### src/rtl/sort_run_ctrl_if.sv
// ---------------------------------------------------------------------------
// sort_run_ctrl_if
//   Groups the bus signals around the sort run controller into one bundle:
//   the host memory-access port, the datapath control/observation port and
//   the single data-memory port that the controller arbitrates.
//
//   modport slave  : view taken by the run controller
//   modport master : view taken by the surrounding system (host, datapath,
//                    data memory)
//
//   Signals
//     host_req/host_we/host_addr/host_wdata : host access request (to ctrl)
//     host_gnt/host_rdata                   : grant and read data (from ctrl)
//     core_en/core_clr                      : datapath enable / PC clear
//     core_ins                              : instruction seen by datapath
//     core_mem_we/core_mem_addr/core_mem_wdata : datapath store request
//     mem_we/mem_addr/mem_wdata             : arbitrated memory port
//     mem_rdata                             : synchronous memory read data
// ---------------------------------------------------------------------------
interface sort_run_ctrl_if #(
  parameter int AW = 10
);
  // host side
  logic          host_req;
  logic          host_we;
  logic [AW-1:0] host_addr;
  logic [31:0]   host_wdata;
  logic          host_gnt;
  logic [31:0]   host_rdata;

  // datapath side
  logic          core_en;
  logic          core_clr;
  logic [31:0]   core_ins;
  logic          core_mem_we;
  logic [AW-1:0] core_mem_addr;
  logic [31:0]   core_mem_wdata;

  // data-memory side
  logic          mem_we;
  logic [AW-1:0] mem_addr;
  logic [31:0]   mem_wdata;
  logic [31:0]   mem_rdata;

  modport slave (
    input  host_req, host_we, host_addr, host_wdata,
    output host_gnt, host_rdata,
    output core_en, core_clr,
    input  core_ins, core_mem_we, core_mem_addr, core_mem_wdata,
    output mem_we, mem_addr, mem_wdata,
    input  mem_rdata
  );

  modport master (
    output host_req, host_we, host_addr, host_wdata,
    input  host_gnt, host_rdata,
    input  core_en, core_clr,
    output core_ins, core_mem_we, core_mem_addr, core_mem_wdata,
    input  mem_we, mem_addr, mem_wdata,
    output mem_rdata
  );
endinterface

### src/rtl/sort_run_ctrl.sv
// ---------------------------------------------------------------------------
// sort_run_ctrl
//   Run controller for the single-cycle sorting datapath. Sequences a job
//   (host preload, datapath clear, free-run, halt / timeout detection, host
//   readout), arbitrates the one data-memory port between host and datapath
//   and counts run cycles.
//
//   Ports
//     clk          : system clock, rising edge
//     rst          : asynchronous active-low reset
//     start        : one-cycle pulse, begins (or reruns) a job
//     abort        : one-cycle pulse, cancels a job and returns to IDLE
//     bus          : host / datapath / memory bundle (slave view)
//     busy         : high in CLEAR and RUN
//     done         : high after the datapath executed the halt instruction
//     timeout      : high after the run-cycle limit was reached
//     cycle_count  : run cycles of the current or last job
// ---------------------------------------------------------------------------
module sort_run_ctrl #(
  parameter int          AW         = 10,
  parameter int          MAX_CYCLES = 100000,
  parameter logic [31:0] HALT_INSN  = 32'h0000_006F
) (
  input  logic                 clk,
  input  logic                 rst,
  input  logic                 start,
  input  logic                 abort,
  sort_run_ctrl_if.slave       bus,
  output logic                 busy,
  output logic                 done,
  output logic                 timeout,
  output logic [31:0]          cycle_count
);

  typedef enum logic [2:0] {
    ST_IDLE  = 3'd0,
    ST_CLEAR = 3'd1,
    ST_RUN   = 3'd2,
    ST_DONE  = 3'd3,
    ST_TOUT  = 3'd4
  } state_t;

  // A limit of zero switches the timeout off entirely.
  localparam bit          TIMEOUT_EN = (MAX_CYCLES != 0);
  localparam logic [31:0] LAST_CYCLE = TIMEOUT_EN ? 32'(MAX_CYCLES - 1) : 32'd0;

  state_t      state_q, state_d;
  logic [31:0] cycle_count_q, cycle_count_d;
  logic        core_en_q, core_en_d;
  logic        core_clr_q, core_clr_d;
  logic        busy_q, busy_d;
  logic        done_q, done_d;
  logic        timeout_q, timeout_d;

  logic        halt_s;
  logic        limit_s;
  logic        host_owner_s;
  logic        host_gnt_s;
  logic        mem_we_s;
  logic [AW-1:0] mem_addr_s;
  logic [31:0] mem_wdata_s;

  // Host may use the memory port only while the datapath is parked.
  function automatic logic host_owns(input state_t st);
    case (st)
      ST_IDLE, ST_DONE, ST_TOUT: host_owns = 1'b1;
      default:                   host_owns = 1'b0;
    endcase
  endfunction

  assign halt_s  = (bus.core_ins == HALT_INSN);
  assign limit_s = TIMEOUT_EN && (cycle_count_q == LAST_CYCLE);

  // Next-state logic; status flags are derived from the next state so that
  // they are registered and line up with the state they describe.
  always_comb begin
    state_d       = state_q;
    cycle_count_d = cycle_count_q;
    case (state_q)
      ST_IDLE: begin
        if (start) begin
          state_d = ST_CLEAR;
        end else begin
          state_d = ST_IDLE;
        end
      end
      ST_CLEAR: begin
        state_d       = ST_RUN;
        cycle_count_d = 32'd0;
      end
      ST_RUN: begin
        // abort freezes the count; otherwise the current cycle is counted,
        // including the halt cycle and the last cycle before timeout.
        if (abort) begin
          state_d = ST_IDLE;
        end else begin
          cycle_count_d = cycle_count_q + 32'd1;
          if (halt_s) begin
            state_d = ST_DONE;
          end else if (limit_s) begin
            state_d = ST_TOUT;
          end else begin
            state_d = ST_RUN;
          end
        end
      end
      ST_DONE, ST_TOUT: begin
        if (abort) begin
          state_d = ST_IDLE;
        end else if (start) begin
          state_d = ST_CLEAR;
        end else begin
          state_d = state_q;
        end
      end
      default: begin
        state_d = ST_IDLE;
      end
    endcase

    core_en_d  = (state_d == ST_RUN);
    core_clr_d = (state_d == ST_CLEAR);
    busy_d     = (state_d == ST_CLEAR) || (state_d == ST_RUN);
    done_d     = (state_d == ST_DONE);
    timeout_d  = (state_d == ST_TOUT);
  end

  // State, counter and status registers.
  always_ff @(posedge clk or negedge rst) begin
    if (!rst) begin
      state_q       <= ST_IDLE;
      cycle_count_q <= 32'd0;
      core_en_q     <= 1'b0;
      core_clr_q    <= 1'b0;
      busy_q        <= 1'b0;
      done_q        <= 1'b0;
      timeout_q     <= 1'b0;
    end else begin
      state_q       <= state_d;
      cycle_count_q <= cycle_count_d;
      core_en_q     <= core_en_d;
      core_clr_q    <= core_clr_d;
      busy_q        <= busy_d;
      done_q        <= done_d;
      timeout_q     <= timeout_d;
    end
  end

  assign host_owner_s = host_owns(state_q);
  assign host_gnt_s   = bus.host_req && host_owner_s;

  // Memory-port mux. Driven from the state register so an asynchronous
  // reset immediately hands the port back to the (idle) host and no core
  // store can slip through after reset assertion.
  always_comb begin
    mem_we_s    = 1'b0;
    mem_addr_s  = bus.host_addr;
    mem_wdata_s = bus.host_wdata;
    case (state_q)
      ST_RUN: begin
        mem_we_s    = bus.core_mem_we;
        mem_addr_s  = bus.core_mem_addr;
        mem_wdata_s = bus.core_mem_wdata;
      end
      ST_CLEAR: begin
        // Datapath is being reset and the host is blocked: no writes.
        mem_we_s    = 1'b0;
        mem_addr_s  = bus.core_mem_addr;
        mem_wdata_s = bus.core_mem_wdata;
      end
      ST_IDLE, ST_DONE, ST_TOUT: begin
        mem_we_s    = host_gnt_s && bus.host_we;
        mem_addr_s  = bus.host_addr;
        mem_wdata_s = bus.host_wdata;
      end
      default: begin
        mem_we_s    = 1'b0;
        mem_addr_s  = bus.host_addr;
        mem_wdata_s = bus.host_wdata;
      end
    endcase
  end

  assign bus.host_gnt   = host_gnt_s;
  assign bus.host_rdata = bus.mem_rdata;
  assign bus.mem_we     = mem_we_s;
  assign bus.mem_addr   = mem_addr_s;
  assign bus.mem_wdata  = mem_wdata_s;
  assign bus.core_en    = core_en_q;
  assign bus.core_clr   = core_clr_q;

  assign busy        = busy_q;
  assign done        = done_q;
  assign timeout     = timeout_q;
  assign cycle_count = cycle_count_q;

endmodule

### src/flat_wrapper.sv
// flat-port wrapper written by rule: the top's interface ports become plain ports
module sort_run_ctrl_flat 
#(
  parameter int          AW         = 10,
  parameter int          MAX_CYCLES = 100000,
  parameter logic [31:0] HALT_INSN  = 32'h0000_006F
)
  (clk, rst, start, abort, busy, done, timeout, cycle_count, bus_host_req, bus_host_we, bus_host_addr, bus_host_wdata, bus_host_gnt, bus_host_rdata, bus_core_en, bus_core_clr, bus_core_ins, bus_core_mem_we, bus_core_mem_addr, bus_core_mem_wdata, bus_mem_we, bus_mem_addr, bus_mem_wdata, bus_mem_rdata);
  sort_run_ctrl_if #(.AW(AW)) bus_i ();
  input  logic clk;
  input  logic rst;
  input  logic start;
  input  logic abort;
  output logic busy;
  output logic done;
  output logic timeout;
  output logic [31:0] cycle_count;
  input wire logic [$bits(bus_i.host_req)-1:0] bus_host_req;
  input wire logic [$bits(bus_i.host_we)-1:0] bus_host_we;
  input wire logic [$bits(bus_i.host_addr)-1:0] bus_host_addr;
  input wire logic [$bits(bus_i.host_wdata)-1:0] bus_host_wdata;
  output wire logic [$bits(bus_i.host_gnt)-1:0] bus_host_gnt;
  output wire logic [$bits(bus_i.host_rdata)-1:0] bus_host_rdata;
  output wire logic [$bits(bus_i.core_en)-1:0] bus_core_en;
  output wire logic [$bits(bus_i.core_clr)-1:0] bus_core_clr;
  input wire logic [$bits(bus_i.core_ins)-1:0] bus_core_ins;
  input wire logic [$bits(bus_i.core_mem_we)-1:0] bus_core_mem_we;
  input wire logic [$bits(bus_i.core_mem_addr)-1:0] bus_core_mem_addr;
  input wire logic [$bits(bus_i.core_mem_wdata)-1:0] bus_core_mem_wdata;
  output wire logic [$bits(bus_i.mem_we)-1:0] bus_mem_we;
  output wire logic [$bits(bus_i.mem_addr)-1:0] bus_mem_addr;
  output wire logic [$bits(bus_i.mem_wdata)-1:0] bus_mem_wdata;
  input wire logic [$bits(bus_i.mem_rdata)-1:0] bus_mem_rdata;
  assign bus_i.host_req = bus_host_req;
  assign bus_i.host_we = bus_host_we;
  assign bus_i.host_addr = bus_host_addr;
  assign bus_i.host_wdata = bus_host_wdata;
  assign bus_host_gnt = bus_i.host_gnt;
  assign bus_host_rdata = bus_i.host_rdata;
  assign bus_core_en = bus_i.core_en;
  assign bus_core_clr = bus_i.core_clr;
  assign bus_i.core_ins = bus_core_ins;
  assign bus_i.core_mem_we = bus_core_mem_we;
  assign bus_i.core_mem_addr = bus_core_mem_addr;
  assign bus_i.core_mem_wdata = bus_core_mem_wdata;
  assign bus_mem_we = bus_i.mem_we;
  assign bus_mem_addr = bus_i.mem_addr;
  assign bus_mem_wdata = bus_i.mem_wdata;
  assign bus_i.mem_rdata = bus_mem_rdata;
  sort_run_ctrl #(.AW(AW), .MAX_CYCLES(MAX_CYCLES), .HALT_INSN(HALT_INSN)) u_core (.clk(clk), .rst(rst), .start(start), .abort(abort), .bus(bus_i), .busy(busy), .done(done), .timeout(timeout), .cycle_count(cycle_count));
endmodule
### config.mk
export PLATFORM = sky130hd
export DESIGN_NAME = sort_run_ctrl_flat
export DESIGN_NICKNAME = d
export VERILOG_FILES = /design/src/rtl/sort_run_ctrl_if.sv /design/src/rtl/sort_run_ctrl.sv /design/src/flat_wrapper.sv
export SDC_FILE = /design/constraint.sdc
export NUM_CORES = 1
export LEC_CHECK = 0
export CORE_MARGIN = 10
export CORE_UTILIZATION = 34
export DETAILED_ROUTE_END_ITERATION = 7
export GPL_ROUTABILITY_DRIVEN = 0
export GPL_TIMING_DRIVEN = 0
export PLACE_DENSITY = 0.94
export SLEW_MARGIN = 20
export SYNTH_ARGS = -nofsm -noshare
export SYNTH_HDL_FRONTEND = slang
export SYNTH_SLANG_ARGS = --single-unit
export TNS_END_PERCENT = 5
### constraint.sdc
create_clock -name clk -period 6.1 [get_ports clk]
set_input_delay 1.525 -clock clk [delete_from_list [all_inputs] [get_ports clk]]
set_output_delay 1.525 -clock clk [all_outputs]
set_load 0.005 [all_outputs]
* Yosys cells after proc, flatten, opt, wreduce, memory -nomap -nowiden
Index checks and enable logic that the tools add are counted.
** Word-level totals
- Register bits after elaboration :: 40
- Bits of input ports :: 155
- Output and inout bits :: 113
- Logic and storage cells :: 41
** Operators by class
- Add/subtract/negate cells :: 1
- Equal/unequal tests :: 11
- Multiplexer cells :: 13
- Reduce and logical (&&, ||, !) cells :: 9
** Operator list (count)
- $mux W32 :: 2
- $pmux W32 S2 :: 1
- $add A32 B1 Y32 const B :: 1
- $eq A32 B17 Y1 const B :: 1
- $eq A32 B7 Y1 const B :: 1
- $mux W3 :: 5
- $eq A3 B2 Y1 const B :: 4
- $pmux W3 S4 :: 1
- $mux W10 :: 1
- $eq A3 B1 Y1 const B :: 2
- $eq A3 B3 Y1 const B :: 2
- $reduce_or A2 Y1 :: 2
- $logic_not A3 Y1 :: 1
- $reduce_or A3 Y1 :: 1
- $logic_and A1 B1 Y1 :: 2
- $mux W1 :: 2
- $ne A2 B2 Y1 const B :: 1
- $pmux W1 S2 :: 1
- $reduce_and A2 Y1 :: 1
- $reduce_bool A2 Y1 :: 1
- $logic_or A1 B1 Y1 :: 1

* Longest topological paths before layout
- Word-level depth :: 7
- Gate-level depth with buffers :: 7
- Gate-level depth less buffers :: 6

* Worst setup path after synthesis
Ideal clock, no wire load.
- Kind :: input to output
- From :: in bus_host_we
- To :: out bus_mem_we
- Arrival :: 1864 ps
- Data required time :: 4575 ps
- Path slack :: 2711 ps
- Stages on the path :: 3
- Buffers on the path :: 0
- Cells stage by stage :: nand3_1 -> o21ai_0 -> a32o_1
** On the way
- Word-level cells in the longest chain between the ends :: 2
** Ends and longest elaborated chain
- start, declared :: line flat_wrapper.sv:19 : input wire logic [$bits(bus_i.host_we)-1:0] bus_host_we;
- $logic_and A1 B1 Y1 :: line sort_run_ctrl.sv:172 : mem_we_s = host_gnt_s && bus.host_we;
- $pmux W1 S2 :: line sort_run_ctrl.sv:159 : case (state_q)
- end, declared :: line flat_wrapper.sv:30 : output wire logic [$bits(bus_i.mem_we)-1:0] bus_mem_we;
No other way between the ends.

* Final worst setup path
- From :: reg u_core.state_q[1]
- To :: out bus_mem_wdata[4]
** On the way
- Word-level cells in the longest chain between the ends :: 3
- Elaborated cells on any way between the ends :: 4
- Those cells by class :: eq/ne: 2; mux: 1; reduce/logical: 1
** Ends and longest elaborated chain
- start, declared :: line sort_run_ctrl.sv:47 : state_t state_q, state_d;
- start signal, assigned :: line sort_run_ctrl.sv:139 : state_q <= state_d;
- $eq A3 B2 Y1 / $eq A3 B1 Y1 (equally long branches) :: line sort_run_ctrl.sv:159
- $reduce_or A2 Y1 (no source line) *
- $mux W32 * :: line sort_run_ctrl.sv:159
- end, declared :: line flat_wrapper.sv:32 : output wire logic [$bits(bus_i.mem_wdata)-1:0] bus_mem_wdata;
Mark *: on every way between the ends. The rest lies on a longest branch, timed or not.

==> run_results.csv <==
group,metric,value,unit
power_and_ir_drop,p_leak,0.002194,uW
worst_setup_path,reg2reg_to,"u_core.cycle_count[31]",
logic_synthesis,synthArstFlopShare,100.0,%
power_and_ir_drop,p_sw_share,33.83,%
clocking,cts_resized,0,
power_and_ir_drop,powerDensity,242.1,mW/mm2
logic_synthesis,syn_inst,321,
worst_setup_path,critical_path.slowest_cell,"clkbuf_1",
sta,finalSetupViolations,0,
place,io_buffers,235,
clocking,post_cts.repair.setup_buffers,0,
worst_setup_path,cp_max_fo,10,
clocking,cts_tree,"built",
clocking,clockBufferDepth,2,
place,dpl.hpwl,12.89,mm
grt,grt_max_degree,34,
logic_synthesis,synth_nets,477,
cells_and_area,layout-drive-gt1-share,16.11,%
power_and_ir_drop,pwr-share-seq,23.5,%
sta,finalHoldViolations,0,
clocking,htree_num_levels,2,
sta,fmax,219.0,MHz
logic_synthesis,ys_seq_area_share,33.97,%
floorplan,initial_core_util,35.33,%
sta,max_slew.worst_pin.slew,779.5,ps
run_status,status,"completed",
drt,vias,3450,
grt,grt_pass1_vias,3828,
worst_setup_path,worstSetupPathType,"reg2out",
sta,finalCritPeriodShare,74.84,%
drt,dr.first_iter.drc_count,227,
grt,gr-usage-all-layers,21.94,%
cells_and_area,fin_nets,720,
power_and_ir_drop,vdd_drop_max,0.1589,mV
power_and_ir_drop,p_sw,453.6,uW
logic_synthesis,synth_area,0.002947,mm2
hold_path,holdCritStartpoint,"u_core.cycle_count[31]",
worst_setup_path,worst_ep_arrival_time,3040,ps
worst_setup_path,start_kind,"register",
clocking,cts_root_buf,"clkbuf_8",
worst_setup_path,crit-reg2reg-launch,"u_core.state_q[1]",
floorplan,io_pins,268,
sta,grt_setup_unrepaired,"no",
worst_setup_path,worstSetupEndpointType,"output port",
logic_synthesis,ys_ff_latch,40,
clocking,clk_latency,300,ps
worst_setup_path,reg2regPathDepth,6,
cells_and_area,area_delta_synth_final,87.94,%
worst_setup_path,cp-startpoint,"u_core.state_q[1]",
worst_setup_path,cp.required,4580,ps
sta,finalSetupTns,0,ps
logic_synthesis,postSynthAreaPerCell,9.179,um2
clocking,cts_hold_repair.buffers,0,
logic_synthesis,ys.flop_type,"dfrtp_1",
floorplan,core_area,0.008341,mm2
floorplan,die_y,113.1,um
worst_setup_path,crit_path_max_incr_delay,550,ps
clocking,cts_made_buffers,5,
grt,antenna_found_initial,0,
floorplan,rows,33,
logic_synthesis,ys_warn_count,0,
worst_setup_path,cp_cell_sequence,"buf_6, nand2b_1, a21oi_1, clkbuf_1, mux2_2, clkdlybuf4s50_1",
hold_path,hold_path_depth,2,
clocking,cts.clk_slew.worst_paths,70,ps
floorplan,die_area,0.01279,mm2
cells_and_area,antenna-diode-count,0,
drt,post-route-drc-count,0,
worst_setup_path,r2r_setup_slack,3730,ps
power_and_ir_drop,power.share.combinational,62.6,%
floorplan,die_x,113.1,um
grt,grt_pass1_wl,22.30,mm
worst_setup_path,cp_top_family,"buffers and inverters",
drt,viasPerCell,5.149,
drt,routed_wl,14.94,mm
power_and_ir_drop,power,1341,uW
grt,gr-total-overflow,0,
power_and_ir_drop,p_int,887.0,uW
power_and_ir_drop,p_clk_share,13.9,%
sta,slew_violations,0,
logic_synthesis,synth_edf_count,0,
drt,wire_per_inst,22.30,um
drt,dr.pass1.iters,5,
hold_path,holdPathEnd,"u_core.cycle_count[31]",
hold_path,hp-class,"reg2reg",
job,cap_viol_max_count,0,
sta,slew-limit-headroom,47.30,%
drt,postRouteAntennaNets,0,
worst_setup_path,cp_num_buf_inv,3,
sta,skew,7.012,ps
clocking,cts.sinks,40,
logic_synthesis,ys_types,47,
sta,min_period,4565,ps
cell usage after synthesis, drive strengths merged (2+ instances only):
cell type	count	area share, %
nand4	15	3.2
nand2	16	2.0
and4	3	0.89
nor3	7	1.2
xnor2	10	3.0
mux2	42	16
nor4	14	3.2
or4	3	0.76
a2111oi	2	1.2
inv	6	0.76
nand3	17	3.1
o21bai	2	0.51
or3	4	0.85
xor2	15	4.5
nand3b	2	0.51
nor2	35	4.5
and3	6	1.3
buf	36	9.0
a21oi	8	1.4
o21ai	10	1.7
dfrtp	40	34
a21boi	2	0.51
clkbuf	9	1.1
registers in the layout, indices dropped and copies added (netlist names):
register / flops
u_core.bus.core_clr: 1
u_core.cycle_count: 32
u_core.timeout: 1
u_core.busy: 1
u_core.bus.core_en: 1
u_core.state_q: 3
u_core.done: 1
stage by stage:
stage | util [%] | hold WS [ps] | instance area (um2) | cells | setup WS, ps
after floorplan | - | 554.4 | 2947 | 321 | 2711
after global placement | 65.11 | 565.7 | 5430 | 661 | 1722
after detailed placement | 65.29 | 588.8 | 5445 | 662 | 1695
after CTS | 66.40 | 600.5 | 5538 | 670 | 1483
after global routing | 66.40 | 611.8 | 5538 | 670 | 1370
final | 66.40 | 609.3 | 5538 | 670 | 1535
worst min-delay path, stage by stage, from the launching register on:
cell and delay (ps):
dfrtp_1 410, o31ai_1 90, a21oi_1 60
power by group through the flow:
| stage | Sequential, uW | Combinational (uW) | Clock (uW) |
|---|---|---|---|
| after floorplan | 315 | 367 | 0 |
| after global placement | 321 | 823 | 0 |
| after detailed placement | 321 | 843 | 0 |
| after CTS | 315 | 849 | 186 |
| after global routing | 319 | 892 | 198 |
| final | 315 | 839 | 186 |
worst max path at each step:
| stage | cells after the start | slack, ps | endpoint |
|---|---|---|---|
| after global placement | 5 | 1720 | bus_mem_we |
| final | 6 | 1530 | bus_mem_wdata[4] |
| after CTS | 6 | 1480 | bus_mem_wdata[4] |
| after floorplan | 3 | 2710 | bus_mem_we |
| after global routing | 6 | 1370 | bus_mem_wdata[4] |
| after detailed placement | 5 | 1700 | bus_mem_we |
area by class of cell:
type,instances,area (um2)
Fill cell,659,2803
Timing Repair Buffer,236,2367
Multi-Input combinational cell,230,1624
Sequential cell,40,1001
Buffer,45,299.0
Tap cell,105,131.4
Clock buffer,6,82.58
Inverter,6,22.52
Clock inverter,2,10.01
per-layer routing:
layer,GRT usage (%),part of all wire (%)
met1,23.09,34
met4,2.623,0.86
met3,7.924,9.8
met2,41.63,55
met5,0,0
cell families (layout without fill, tap and decap cells):
family / Yosys count / in the layout / share of synthesized area (%)
AND/OR/NAND/NOR: 130 / 130 / 23.69
AO/OA/AOI/OAI: 32 / 32 / 7.516
adder cells (fa/ha/maj): 1 / 1 / 0.4246
multiplexers: 42 / 42 / 16.05
XOR/XNOR: 25 / 25 / 7.431
flip-flops: 40 / 40 / 33.97
buffers and inverters: 51 / 295 / 10.91
cells in the final DEF, fill, tap and decap left out, types with 10 or more instances in the layout:
master	instances
clkdlybuf4s50_1	234
mux2_2	42
dfrtp_1	40
nor2_1	35
buf_4	32
nand2_1	16
nand3_1	16
nand4_1	15
xor2_1	15
nor4_1	13
xnor2_1	10
No activity file was read; power rests on OpenSTA's default activity.
